==> src/rtl/seq_adder_pkg.sv <==
// Shared types and helpers for the digit-serial adder/subtractor.
package seq_adder_pkg;

    typedef enum logic [1:0] {
        IDLE = 2'd0,
        RUN  = 2'd1,
        DONE = 2'd2
    } state_t;

    // Digit counter width: clog2(N), never narrower than one bit.
    function automatic int cnt_width(input int n);
        return (n <= 1) ? 1 : $clog2(n);
    endfunction

endpackage

==> src/rtl/seq_adder_if.sv <==
// Request/result bundle between a client and the shared seq_adder unit.
interface seq_adder_if #(parameter int WIDTH = 16);

    logic             start;
    logic             sub;
    logic             cin;
    logic [WIDTH-1:0] a;
    logic [WIDTH-1:0] b;
    logic             busy;
    logic             done;
    logic [WIDTH-1:0] s;
    logic             cout;
    logic             ovf;

    // start is accepted on a rising edge whenever busy is low (IDLE or DONE);
    // while busy is high start is ignored and a/b/cin/sub may change freely.
    // done is a one-cycle pulse; s/cout/ovf hold until the next completion.
    modport master (
        output start, sub, cin, a, b,
        input  busy, done, s, cout, ovf
    );

    modport slave (
        input  start, sub, cin, a, b,
        output busy, done, s, cout, ovf
    );

endinterface

==> src/rtl/fulladd.sv <==
// Single-bit combinational full-adder cell.
module fulladd (
    input  logic a,
    input  logic b,
    input  logic ci,
    output logic s,
    output logic co
);

    assign s  = a ^ b ^ ci;
    assign co = (a & b) | (ci & (a ^ b));

endmodule

==> src/rtl/seq_adder_digit_add.sv <==
// DIGIT-bit ripple adder made of chained fulladd cells.
module digit_add #(
    parameter int DIGIT = 4
) (
    input  logic [DIGIT-1:0] x,
    input  logic [DIGIT-1:0] y,
    input  logic             ci,
    output logic [DIGIT-1:0] sum,
    output logic             co
);

    logic [DIGIT:0] c;

    assign c[0] = ci;
    assign co   = c[DIGIT];

    for (genvar i = 0; i < DIGIT; i++) begin : g_bit
        fulladd u_fa (
            .a  (x[i]),
            .b  (y[i]),
            .ci (c[i]),
            .s  (sum[i]),
            .co (c[i+1])
        );
    end

endmodule

==> src/rtl/seq_adder.sv <==
// Digit-serial adder/subtractor: one DIGIT-bit ripple stage reused over
// WIDTH/DIGIT cycles, with a start/done handshake.
module seq_adder
    import seq_adder_pkg::*;
#(
    parameter int WIDTH = 16,
    parameter int DIGIT = 4
) (
    input  logic         clk,
    input  logic         rst_n,
    seq_adder_if.slave   bus,
    output state_t       dbg_state
);

    localparam int N  = WIDTH / DIGIT;
    localparam int CW = cnt_width(N);
    localparam logic [CW-1:0] LAST = CW'(N - 1);

    state_t           state, state_nx;
    logic [WIDTH-1:0] opa, opb, acc, acc_nx, s_q;
    logic [CW-1:0]    cnt;
    logic             carry, cout_q, ovf_q, a_msb, b_msb;
    logic [DIGIT-1:0] dsum;
    logic             dco;
    logic             accept, last;

    assign accept = (state != RUN) && bus.start;
    assign last   = (cnt == LAST);

    digit_add #(.DIGIT(DIGIT)) u_digit (
        .x   (opa[DIGIT-1:0]),
        .y   (opb[DIGIT-1:0]),
        .ci  (carry),
        .sum (dsum),
        .co  (dco)
    );

    // New digit enters at the MSB end; after N shifts digit 0 sits at the LSB.
    assign acc_nx = (acc >> DIGIT) | (WIDTH'(dsum) << (WIDTH - DIGIT));

    always_comb begin
        state_nx = state;
        case (state)
            IDLE:    if (bus.start) state_nx = RUN;
            RUN:     if (last) state_nx = DONE;
            DONE:    state_nx = bus.start ? RUN : IDLE;
            default: state_nx = IDLE;
        endcase
    end

    always_ff @(posedge clk or negedge rst_n) begin
        if (!rst_n) state <= IDLE;
        else        state <= state_nx;
    end

    always_ff @(posedge clk or negedge rst_n) begin
        if (!rst_n) begin
            opa    <= '0;
            opb    <= '0;
            acc    <= '0;
            cnt    <= '0;
            carry  <= 1'b0;
            a_msb  <= 1'b0;
            b_msb  <= 1'b0;
            s_q    <= '0;
            cout_q <= 1'b0;
            ovf_q  <= 1'b0;
        end else if (accept) begin
            // Subtraction is a + ~b + ~borrow, so only the B side is inverted.
            opa   <= bus.a;
            opb   <= bus.sub ? ~bus.b : bus.b;
            carry <= bus.sub ^ bus.cin;
            cnt   <= '0;
            a_msb <= bus.a[WIDTH-1];
            b_msb <= bus.sub ^ bus.b[WIDTH-1];
        end else if (state == RUN) begin
            opa   <= opa >> DIGIT;
            opb   <= opb >> DIGIT;
            carry <= dco;
            acc   <= acc_nx;
            cnt   <= cnt + 1'b1;
            if (last) begin
                s_q    <= acc_nx;
                cout_q <= dco;
                ovf_q  <= (a_msb == b_msb) && (acc_nx[WIDTH-1] != a_msb);
            end
        end
    end

    assign bus.busy  = (state == RUN);
    assign bus.done  = (state == DONE);
    assign bus.s     = s_q;
    assign bus.cout  = cout_q;
    assign bus.ovf   = ovf_q;
    assign dbg_state = state;

endmodule

==> src/flat_wrapper.sv <==
// flat-port wrapper written by rule: the top's interface ports become plain ports
module seq_adder_flat import seq_adder_pkg::*;
#(
    parameter int WIDTH = 16,
    parameter int DIGIT = 4
)
  (clk, rst_n, dbg_state, bus_start, bus_sub, bus_cin, bus_a, bus_b, bus_busy, bus_done, bus_s, bus_cout, bus_ovf);
  seq_adder_if #(.WIDTH(WIDTH)) bus_i ();
  input  logic clk;
  input  logic rst_n;
  output state_t dbg_state;
  input wire logic [$bits(bus_i.start)-1:0] bus_start;
  input wire logic [$bits(bus_i.sub)-1:0] bus_sub;
  input wire logic [$bits(bus_i.cin)-1:0] bus_cin;
  input wire logic [$bits(bus_i.a)-1:0] bus_a;
  input wire logic [$bits(bus_i.b)-1:0] bus_b;
  output wire logic [$bits(bus_i.busy)-1:0] bus_busy;
  output wire logic [$bits(bus_i.done)-1:0] bus_done;
  output wire logic [$bits(bus_i.s)-1:0] bus_s;
  output wire logic [$bits(bus_i.cout)-1:0] bus_cout;
  output wire logic [$bits(bus_i.ovf)-1:0] bus_ovf;
  assign bus_i.start = bus_start;
  assign bus_i.sub = bus_sub;
  assign bus_i.cin = bus_cin;
  assign bus_i.a = bus_a;
  assign bus_i.b = bus_b;
  assign bus_busy = bus_i.busy;
  assign bus_done = bus_i.done;
  assign bus_s = bus_i.s;
  assign bus_cout = bus_i.cout;
  assign bus_ovf = bus_i.ovf;
  seq_adder #(.WIDTH(WIDTH), .DIGIT(DIGIT)) u_core (.clk(clk), .rst_n(rst_n), .bus(bus_i), .dbg_state(dbg_state));
endmodule
==> config.mk <==
export PLATFORM = sky130hd
export DESIGN_NAME = seq_adder_flat
export DESIGN_NICKNAME = d
export VERILOG_FILES = /design/src/rtl/seq_adder_pkg.sv /design/src/rtl/seq_adder_if.sv /design/src/rtl/fulladd.sv /design/src/rtl/seq_adder_digit_add.sv /design/src/rtl/seq_adder.sv /design/src/flat_wrapper.sv
export SDC_FILE = /design/constraint.sdc
export NUM_CORES = 1
export LEC_CHECK = 0
export CAP_MARGIN = 5
export CORE_UTILIZATION = 52
export CTS_CLUSTER_SIZE = 20
export DETAILED_ROUTE_END_ITERATION = 8
export PLACE_DENSITY_LB_ADDON = 0.12
export SLEW_MARGIN = 15
export SYNTH_ARGS = -nofsm -noshare
export SYNTH_HDL_FRONTEND = slang
export SYNTH_SLANG_ARGS = --single-unit
==> constraint.sdc <==
create_clock -name clk -period 3.1 [get_ports clk]
set_input_delay 0.31 -clock clk [delete_from_list [all_inputs] [get_ports clk]]
set_output_delay 0.31 -clock clk [all_outputs]
set_load 0.01 [all_outputs]
## Word-level counts from Yosys, hierarchy flattened

Cells that the tools add are included.

- Input bits: 37
- Bits in latches: 0
- Bits in writable memories: 0
- Register bits after elaboration: 73
- Memory bits (read-only): 0
- Memories: 0
- Word-level logic and storage cells: 65
- Output and inout bits: 22

- Muxes and demuxes: 13
- Bitwise gates (word level): 25
- Magnitude comparators: 0
- Reductions and logical operators: 7
- Shift operators: 0
- $add $sub $neg: 1
- Equal/unequal tests: 8
- $mul: 0
- Div/mod/pow operators: 0

Operator list:

| cell | number |
|---|---|
| 16-bit two-way mux | 5 |
| 16-bit inverter | 1 |
| 12-bit by 16-bit bitwise OR with 16-bit output | 1 |
| 1-bit bitwise XOR | 10 |
| 1-bit bitwise AND | 8 |
| 2-bit two-way mux | 4 |
| 2-bit one-hot mux with 3 select lines | 1 |
| 2-bit == test, second input constant | 2 |
| 2-bit by 1-bit != test with 1-bit output, second input constant | 2 |
| 1-bit bitwise OR | 4 |
| 2-bit AND reduction | 2 |
| 1-bit two-way mux | 3 |
| 3-bit AND reduction | 1 |
| 2-bit by 1-bit adder with 2-bit output, second input constant | 1 |
| 2-bit by 1-bit == test with 1-bit output, second input constant | 1 |
| 1-bit logical AND | 2 |
| 2-bit zero test | 1 |
| 2-bit != test, second input constant | 1 |
| 2-bit nonzero test | 1 |
| 1-bit == test | 1 |
| 1-bit != test | 1 |
| 1-bit inverter | 1 |

## Longest topological paths before layout

Gate-level depths: netlist (run 1).

- Depth after elaboration: 11
- Depth in mapped cells: 9
- Mapped depth without buffers: 9

## Hierarchy

A second synthesis (run 1) with hierarchy kept.

- Cell total of the unflattened synthesis: 275
- Area total of the unflattened synthesis: 3229.3 um^2

Modules (own cells, without submodules):

| module | times used | area each (um^2) | seq. area each (um^2) | cells an instance |
|---|---|---|---|---|
| seq_adder | 1 | 3149.3 | 1726.7 | 271 |
| fulladd | 4 | 20.0 | 0.0 | 1 |

## Worst setup path after synthesis (run 1)

No wires, ideal clock.

- Path type: reg-to-reg
- Start point: register u_core.opb[0]
- End point: register u_core.ovf_q, in the netlist u_core.bus.ovf
- Arrival: 2.396 ns
- Cell stages (with the launch flop): 10
- Period minus slack after synthesis: 2.478 ns
- Required time: 3.018 ns
- Buffers on the path: 0
- Setup time: 0.082 ns
- Setup slack: 0.622 ns
- Cell sequence: dfrtp_1 -> fa_1 -> inv_1 -> fa_1 -> inv_1 -> fa_1 -> inv_1 -> fa_1 -> or3_1 -> a31oi_1

- Longest elaborated chain between the ends: 11
- Elaborated cells on any way between the ends: 12
- Classes of those cells: eq/ne (1); bitwise (10); reduce/logical (1)

RTL lines:

| element | line | text |
|---|---|---|
| start: declaration | seq_adder.sv:20 | `logic [WIDTH-1:0] opa, opb, acc, acc_nx, s_q;` |
| start signal: assignment | seq_adder.sv:71 | `opb <= bus.sub ? ~bus.b : bus.b;` |
| start signal: assignment | seq_adder.sv:78 | `opb <= opb >> DIGIT;` |
| 1-bit bitwise XOR | fulladd.sv:11 | `assign co = (a & b) \| (ci & (a ^ b));` |
| 1-bit bitwise AND | fulladd.sv:11 |  |
| 1-bit bitwise OR (*) | fulladd.sv:11 |  |
| 1-bit bitwise AND (*) | fulladd.sv:11 |  |
| 1-bit bitwise OR (*) | fulladd.sv:11 |  |
| 1-bit bitwise AND (*) | fulladd.sv:11 |  |
| 1-bit bitwise OR (*) | fulladd.sv:11 |  |
| 1-bit bitwise XOR (*) | fulladd.sv:10 | `assign s = a ^ b ^ ci;` |
| 12-bit by 16-bit bitwise OR with 16-bit output (*) | seq_adder.sv:39 | `assign acc_nx = (acc >> DIGIT) \| (WIDTH'(dsum) << (WIDTH - DIGIT));` |
| 1-bit != test (*) | seq_adder.sv:85 | `ovf_q <= (a_msb == b_msb) && (acc_nx[WIDTH-1] != a_msb);` |
| 1-bit logical AND (*) | seq_adder.sv:85 |  |
| end signal: assignment | seq_adder.sv:85 |  |
| end: declaration | seq_adder.sv:22 | `logic carry, cout_q, ovf_q, a_msb, b_msb;` |

Every way passes the cells marked *; elsewhere a longest branch is shown, timed or not.
A chain may end at the register's enable or synchronous reset.

## Worst setup path in the final report (run 1)

Same ends and word-level chain as after synthesis.

==> flow_summary.yaml, run 1 <==
run_status:
  status: "finished, final reports clean"
timing:
  rsz0062_at_grt: "no"
  max_slew_margin: 0.3459
  timing.final.crit_period_ps: 2605
  setup_viol: 0
  setup_ws_ps: 495.1
  setup_tns_ps: 0
  slew_violations: 0
  tightest_slew_ps: 978.2
  finalHoldViolCount: 0
  max_freq_mhz: 383.9
  fin_skew_ps: 8.277
  fin_crit_sh: 0.8403
global_routing:
  overflow: 0
  antenna_found_initial: 0
  grt_first_pass_wirelength_um: 9942
  grt_max_degree: 71
  grt_usage: 0.2100
  grt_pass1_vias: 2098
clock_tree:
  clkSlewWorstSetupHoldPaths_ps: 80
  clkSinkCount: 69
  htree_levels: 3
  cts_buffers: 9
  cts_buffer_depth: 2
  cts_resized: 0
  clock_tree.root_cell: "clkbuf_8"
  worstSkewPairLatency_ps: 340
  cts_tree: "built"
floorplanning:
  core_mm2: 0.005608
  io_pins: 59
  die_y_um: 79.11
  dieArea_mm2: 0.006258
  start_util: 0.5513
  rows: 27
  dieWidth_um: 79.11
synthesis:
  muxShareOfSynthArea: 0.1416
  netlist_area_mm2: 0.003092
  synth_xor_area_frac: 0.04816
  async_flop_share: 1.000
  synth_simple_gate_area_frac: 0.09955
  synth.distinct_cells: 27
  netlist_instances: 282
  syn-num-nets: 324
  synth_seq_cells: 69
  yosys_most_used_dff: "dfrtp_1"
  ys_seq_area_frac: 0.5585
  synth_fa_ha_area_frac: 0.02995
  avgSynthCellArea_um2: 10.96
  synth_compound_area_frac: 0.07446
  synth_top_family_by_area: "multiplexers"
  synth_edf_count: 0
  ys_warn_count: 0
critical_path:
  worstPathArrival_ps: 2860
  r2r-start: "u_core.opb[0]"
  crit_path_end_kind: "flop"
  rrSetupSlack_ps: 500
  timing.critical_path.from: "u_core.opb[0]"
  start_kind: "flop"
  crit_required_ps: 3360
  path_class: "flop to flop"
  cp_max_fo: 4
drt:
  viasPerCell: 5.197
  drtAntennaViolNets: 0
  wire_per_inst_um: 13.97
  dr.pass1.iters: 4
  drt_drc_violations_left: 0
  drt-initial-drc-count: 115
  routed_wl_um: 5812
  vias: 2162
pwr:
  max-vdd-ir-drop_mv: 0.7902
  p_leak_nw: 1.840
  power_density_mw_per_mm2: 958.7
  power_mw: 3.774
final_layout:
  syn2layout_area_growth_pct: 27.32
  drive_gt1_frac: 0.1105
  antenna_cells: 0
  fin_area_mm2: 0.003936
  nets: 381
  utilization: 0.7019
  fill_cells: 434
placement:
  post-dp-hpwl_um: 3828
  place_ws_ps: 497.9
  gp_congestion: 0.7493
  port_buffers: 58
  placed_area_mm2: 0.003680
flow_run:
  drv_cap: 0
min_path:
  min_path_type: "flop to flop"
  worstHoldStart: "u_core.acc[5]"
==> power breakdown <==
part	internal [mW]	total [mW]	switching [mW]	leakage [nW]
registers	1.30	1.53	0.232	0.871
logic	0.644	1.35	0.710	0.853
clock network	0.538	0.892	0.354	0.116
==> registers in the layout, indices dropped and copies added (netlist names) <==
| name | flops |
|---|---|
| u_core.bus.cout | 1 |
| u_core.carry | 1 |
| u_core.b_msb | 1 |
| u_core.dbg_state | 2 |
| u_core.opa | 16 |
| u_core.bus.s | 16 |
| u_core.bus.ovf | 1 |
| u_core.cnt | 2 |
| u_core.acc | 12 |
| u_core.opb | 16 |
| u_core.a_msb | 1 |
==> Yosys cell counts (3+ instances only) <==
cell,count,share of area
o21ai_0,33,0.053
mux2_2,14,0.051
xnor2_1,4,0.011
dfrtp_1,69,0.56
inv_1,9,0.011
fa_1,4,0.026
a211oi_1,4,0.0097
buf_2,11,0.018
xor2_1,13,0.037
nand2_1,62,0.075
nand3_1,3,0.0049
mux2i_1,28,0.091
nor2_1,9,0.011
==> routing by layer <==
metal	vias up	global-route usage	part of all wire
met4	0	0.06000	0.010
met3	7	0.05402	0.034
li1	1054	-	-
met2	37	0.3328	0.49
met5	-	0	0
met1	1064	0.2865	0.47
==> repair_timing <==
action	4_1_cts	5_1_grt
hold endpoints to repair	28	0
setup buffers	0	0
hold buffers	1	0
==> logic make-up (layout without fill, tap and decap cells) <==
| group | Yosys count | after routing |
|---|---|---|
| xor+xnor | 17 | 17 |
| flops | 69 | 69 |
| buf+inv | 28 | 90 |
| simple gates | 78 | 78 |
| mux | 42 | 42 |
| fa+ha+maj | 5 | 5 |
| compound gates | 43 | 43 |
==> layout by cell type, fill, tap and decap left out <==
| cell | netlist | final |
|---|---|---|
| inv_1 | 9 | 9 |
| inv_2 | 1 | 1 |
| nand3b_1 | 1 | 1 |
| mux2i_1 | 28 | 28 |
| nand3_1 | 3 | 3 |
| fa_1 | 4 | 4 |
| dfrtp_1 | 69 | 69 |
| or3_1 | 1 | 1 |
| a21oi_1 | 2 | 2 |
| buf_2 | 11 | 2 |
| dlygate4sd3_1 | 0 | 1 |
| o21ai_0 | 33 | 33 |
| mux2_2 | 14 | 14 |
| a211oi_1 | 4 | 4 |
| clkbuf_8 | 0 | 9 |
| a31oi_1 | 2 | 2 |
| ha_1 | 1 | 1 |
| clkdlybuf4s50_1 | 0 | 56 |
| nor2b_1 | 1 | 1 |
| nor2_1 | 9 | 9 |
| bufinv_16 | 0 | 3 |
| clkinvlp_4 | 0 | 2 |
| o22ai_1 | 2 | 2 |
| xnor2_1 | 4 | 4 |
| nand2_1 | 62 | 62 |
| xor2_1 | 13 | 13 |
| clkinv_4 | 0 | 1 |
| buf_4 | 2 | 5 |
| nand2b_1 | 1 | 1 |
| inv_6 | 0 | 1 |
==> final cells by class <==
class / instances / area, um2 / share of cell area
multi-input combinational: 185 / 1217 / 0.3093
sequential: 69 / 1727 / 0.4387
tap: 72 / 90.09 / 0.02289
inverter: 10 / 37.54 / 0.009536
timing repair buffer: 64 / 618.1 / 0.1570
clock buffer: 9 / 123.9 / 0.03147
clock inverter: 7 / 122.6 / 0.03115
==> metrics by stage <==
step | hold WS, ps | std cells
after floorplan | 14.41 | 282
after global placement | 351.2 | 399
after detailed placement | 347.5 | 399
after CTS | 480.3 | 416
after global routing | 513.5 | 416
final | 474.8 | 416
==> critical path, stage by stage (launching register included) <==
cell and delay [ps]:
dfrtp_1 410, fa_1 410, inv_1 70, fa_1 150
inv_1 50, fa_1 360, inv_1 80, fa_1 450
or3_1 380, a31oi_1 160
==> worst paths after layout <==
check	end	depth (start not counted)
setup / recovery	u_core.bus.ovf	9
hold / removal	u_core.acc[5]	2
setup reg to reg	u_core.bus.ovf	9
hold reg to reg	u_core.acc[5]	2
max in group asynchronous	u_core.opb[3]	3
min in group asynchronous	u_core.acc[4]	3
Power figures use the tool's default switching activity.
==> run 2: changes to the inputs <==
--- a/config.mk
+++ b/config.mk
@@ -6,7 +6,7 @@
 export NUM_CORES = 1
 export LEC_CHECK = 0
 export CAP_MARGIN = 5
-export CORE_UTILIZATION = 52
+export CORE_UTILIZATION = 47
 export CTS_CLUSTER_SIZE = 20
 export DETAILED_ROUTE_END_ITERATION = 8
 export PLACE_DENSITY_LB_ADDON = 0.12
==> constraint.sdc (replaced) <==
create_clock -name clk -period 2.38 [get_ports clk]
set_input_delay 0.238 -clock clk [delete_from_list [all_inputs] [get_ports clk]]
set_output_delay 0.238 -clock clk [all_outputs]
set_load 0.01 [all_outputs]
==> flow_summary.yaml, run 2 (synthesized netlist as in run 1, its figures left out) <==
run_status:
  status: "finished, final reports clean"
critical_path:
  start_kind: "flop"
  path_class: "flop to flop"
  rrSetupSlack_ps: 30
  cp_max_fo: 2
  crit_required_ps: 2660
  worstPathArrival_ps: 2630
  crit_path_end_kind: "flop"
drt:
  viasPerCell: 5.017
  vias: 2127
  drt-initial-drc-count: 125
  wire_per_inst_um: 13.45
  drtAntennaViolNets: 0
  dr.pass1.iters: 4
  routed_wl_um: 5701
  drt_drc_violations_left: 0
floorplanning:
  dieWidth_um: 83.11
  start_util: 0.4869
  die_y_um: 83.11
  dieArea_mm2: 0.006906
  rows: 29
  io_pins: 59
  core_mm2: 0.006350
timing:
  tightest_slew_ps: 637.7
  fin_skew_ps: 13.20
  setup_tns_ps: 0
  max_slew_margin: 0.5749
  rsz0062_at_grt: "yes"
  slew_violations: 0
  timing.final.crit_period_ps: 2351
  finalHoldViolCount: 0
  max_freq_mhz: 425.3
  setup_viol: 0
  fin_crit_sh: 0.9879
global_routing:
  overflow: 0
  grt_first_pass_wirelength_um: 10190
  grt_max_degree: 44
  grt_pass1_vias: 2095
  grt_usage: 0.1890
  antenna_found_initial: 0
placement:
  placed_area_mm2: 0.003736
  post-dp-hpwl_um: 3937
  placedCellCount: 407
  gp_congestion: 0.7523
  port_buffers: 58
final_layout:
  nets: 384
  fin_cells: 424
  drive_gt1_frac: 0.1297
  antenna_cells: 0
  fin_area_mm2: 0.003970
  utilization: 0.6252
  final_common_cell: "dfrtp_1"
  syn2layout_area_growth_pct: 28.41
  layout_common_cells: "dfrtp_1, nand2_1, clkdlybuf4s50_1"
pwr:
  power_density_mw_per_mm2: 1220
  power_mw: 4.844
  max-vdd-ir-drop_mv: 0.8087
  p_leak_nw: 1.850
min_path:
  min_path_type: "input port to flop"
clock_tree:
  post_cts_buffers: 0
  cts_buffers: 9
  htree_levels: 3
  clkSlewWorstSetupHoldPaths_ps: 70
  cts_buffer_depth: 2
  cts_tree: "built"
  worstSkewPairLatency_ps: 360
  clkSinkCount: 69
  clock_tree.root_cell: "clkbuf_8"
flow_run:
  drv_cap: 0
run 2: where the power goes:
group | internal, mW | switching (mW)
logic | 0.884 | 0.894
clock network | 0.595 | 0.473
registers | 1.69 | 0.309
run 2: per-stage QoR:
stage                     hold slack [ps]  setup WS [ps]
after floorplan                    -57.59          15.92
after global placement              295.8         -17.58
after detailed placement            294.9         -36.21
after CTS                           365.3          14.21
after global routing                399.4         -77.46
final                               372.2          28.75
run 2: area by class of cell:
class	count	area (um2)
clock buffers	9	123.9
clock inverters	7	97.59
fillers	535	2380
inverters	10	37.54
multi-input cells	185	1222
flip-flops and latches	69	1727
well taps	77	96.34
repair buffers	67	665.6
run 2: metal layers:
metal	GRT usage	up-vias	routed length (um)
li1	-	1049	-
met2	0.2742	48	2603
met5	0	-	0
met3	0.04970	9	251
met1	0.2678	1021	2742
met4	0.08464	0	103
run 2: final timing paths:
path                                from  depth (start not counted)         endpoint
min in group asynchronous          rst_n                          2  u_core.bus.s[1]
hold reg to reg            u_core.acc[6]                          2    u_core.acc[6]
setup reg to reg           u_core.opb[0]                          9   u_core.bus.ovf
max in group asynchronous          rst_n                          3   u_core.opb[15]
hold / removal                 bus_start                          3     u_core.a_msb
setup / recovery           u_core.opb[0]                          9   u_core.bus.ovf
run 2: worst max-delay path, cell delays in order (launching register included):
cell	delay [ps]
dfrtp_1	400
fa_2	390
inv_2	60
fa_1	150
inv_1	50
fa_2	330
inv_2	60
fa_1	410
or3_1	310
a31oi_1	120
run 2: what timing repair did:
action,CTS,global route
gates resized for setup,2,1
hold buffers,1,0
pin swaps,1,0
endpoints found under the hold margin,26,0
setup endpoints to repair,1,1
==> run 3: changes to the inputs <==
--- a/config.mk
+++ b/config.mk
@@ -10,6 +10,7 @@
 export CTS_CLUSTER_SIZE = 20
 export DETAILED_ROUTE_END_ITERATION = 8
 export PLACE_DENSITY_LB_ADDON = 0.12
+export SKIP_LAST_GASP = 1
 export SLEW_MARGIN = 15
 export SYNTH_ARGS = -nofsm -noshare
 export SYNTH_HDL_FRONTEND = slang
==> flow_summary.yaml, run 3 (synthesized netlist as in run 1, its figures left out) <==
placement:
  port_buffers: 58
  gp_congestion: 0.7523
  placed_area_mm2: 0.003736
  placedCellCount: 407
  post-dp-hpwl_um: 3937
pwr:
  switching_share: 0.3466
  max-vdd-ir-drop_mv: 0.8135
  power_density_mw_per_mm2: 1222
  power_mw: 4.851
  p_leak_nw: 1.850
  combPwrFrac: 0.367
  p_int_mw: 3.170
  power.share.clock: 0.221
  p_seq_frac: 0.412
  switchingPower_mw: 1.681
timing:
  setup_tns_ps: -3.234
  slew_violations: 0
  holdWs_ps: 370.6
  finalHoldViolCount: 0
  setup_viol: 1
  setup_ws_ps: -3.234
  fin_skew_ps: 15.27
  max_slew_margin: 0.5753
  max_freq_mhz: 419.6
  fin_crit_sh: 1.001
  tightest_slew_ps: 637.1
  timing.final.crit_period_ps: 2383
  rsz0062_at_grt: "yes"
drt:
  drt_drc_violations_left: 0
  wl_met3_um: 258
  routed_wl_um: 5696
  wirelength_met1_um: 2728
  top_layer_used: "met4"
  wl_met2_um: 2606
  drt-initial-drc-count: 120
  wire_per_inst_um: 13.43
  vias: 2135
  drtAntennaViolNets: 0
  viasPerCell: 5.035
  dr.pass1.iters: 4
flow_run:
  drv_cap: 0
final_layout:
  antenna_cells: 0
  drive_gt1_frac: 0.1297
  fin_cells: 424
  seq_area_mm2: 0.001727
  fill_cells: 535
  final_common_cell: "dfrtp_1"
  fin_area_mm2: 0.003970
  nets: 384
  syn2layout_area_growth_pct: 28.41
  multi_input_area_mm2: 0.001222
  layout_common_cells: "dfrtp_1, nand2_1, clkdlybuf4s50_1"
clock_tree:
  clock_tree.root_cell: "clkbuf_8"
  clkSinkCount: 69
  cts_buffer_depth: 2
  cts_tree: "built"
  worstSkewPairLatency_ps: 360
  htree_levels: 3
  post_cts_buffers: 0
  clkSlewWorstSetupHoldPaths_ps: 90
  cts_buffers: 9
global_routing:
  overflow: 0
  grt_max_degree: 44
  grt_pass1_vias: 2095
  antenna_found_initial: 0
  grt_usage: 0.1890
  grt_first_pass_wirelength_um: 10190
floorplanning:
  start_util: 0.4869
  dieArea_mm2: 0.006906
  rows: 29
  die_y_um: 83.11
  io_pins: 59
  dieWidth_um: 83.11
  core_mm2: 0.006350
run_status:
  status: "finished, violations left"
  violations: "negative setup slack"
critical_path:
  path_class: "flop to flop"
  rr_worst_depth: 9
  cp_max_fo: 2
  rr_endpoint: "u_core.bus.ovf"
  r2r-start: "u_core.carry"
  crit_path_end_kind: "flop"
  crit_required_ps: 2660
  rrSetupSlack_ps: -3
  start_kind: "flop"
  worstPathArrival_ps: 2660
min_path:
  worstHoldStart: "bus_start"
  min_path_type: "input port to flop"
  min_delay_path_depth: 3
  min_to: "u_core.a_msb"
run 3: cell types whose count changed in the layout (fill, tap and decap cells not counted):
cell,before,now
o21ai_0,33,32
o21ai_1,0,1
run 3: through the flow:
stage                     setup slack [ps]    util
after floorplan                      15.92       -
after global placement              -17.58  0.5884
after detailed placement            -36.21  0.5884
after CTS                           -29.07  0.6248
after global routing                -115.5  0.6252
final                               -3.234  0.6252
run 3: final cells by class:
class                           instances  area share
Tap cell                               77     0.02427
Sequential cell                        69      0.4349
Inverter                               10    0.009455
Timing Repair Buffer                   67      0.1677
Clock inverter                          7     0.02458
Clock buffer                            9     0.03120
Multi-Input combinational cell        185      0.3079
run 3: worst max-delay path by stage:
stage,start,slack [ps],to
final,u_core.carry,-3,u_core.bus.ovf
after global routing,u_core.carry,-120,u_core.bus.ovf
after CTS,u_core.opb[0],-30,u_core.bus.ovf
after detailed placement,u_core.opb[0],-40,u_core.bus.ovf
after global placement,u_core.opb[0],-20,u_core.bus.ovf
after floorplan,u_core.opb[0],20,u_core.bus.ovf
run 3: worst max-delay path, cell delays in order (launching register included):
cell and delay [ps]:
dfrtp_1 410, fa_2 390, inv_2 60, fa_1 150
inv_1 50, fa_2 330, inv_2 60, fa_1 410
or3_1 310, a31oi_1 120
run 3: repair_timing:
item,CTS,global route
pin swaps,1,2
endpoints found under the hold margin,26,0
endpoints found under the setup margin,1,3
hold buffers,1,0
resized for setup,0,4
run 3: per-layer routing:
metal,vias up,GRT usage
met1,1024,0.2678
met4,0,0.08464
met5,-,0
li1,1050,-
met2,52,0.2742
met3,9,0.04970
run 3: power by group through the flow:
stage               Combinational (mW)  Sequential, mW  Clock (mW)
floorplan                         1.07            2.01           0
global placement                  1.76            2.00           0
detailed placement                1.80            2.02           0
CTS                               1.81            2.00        1.09
global route                      2.02            2.07        1.15
finish                            1.78            2.00        1.07
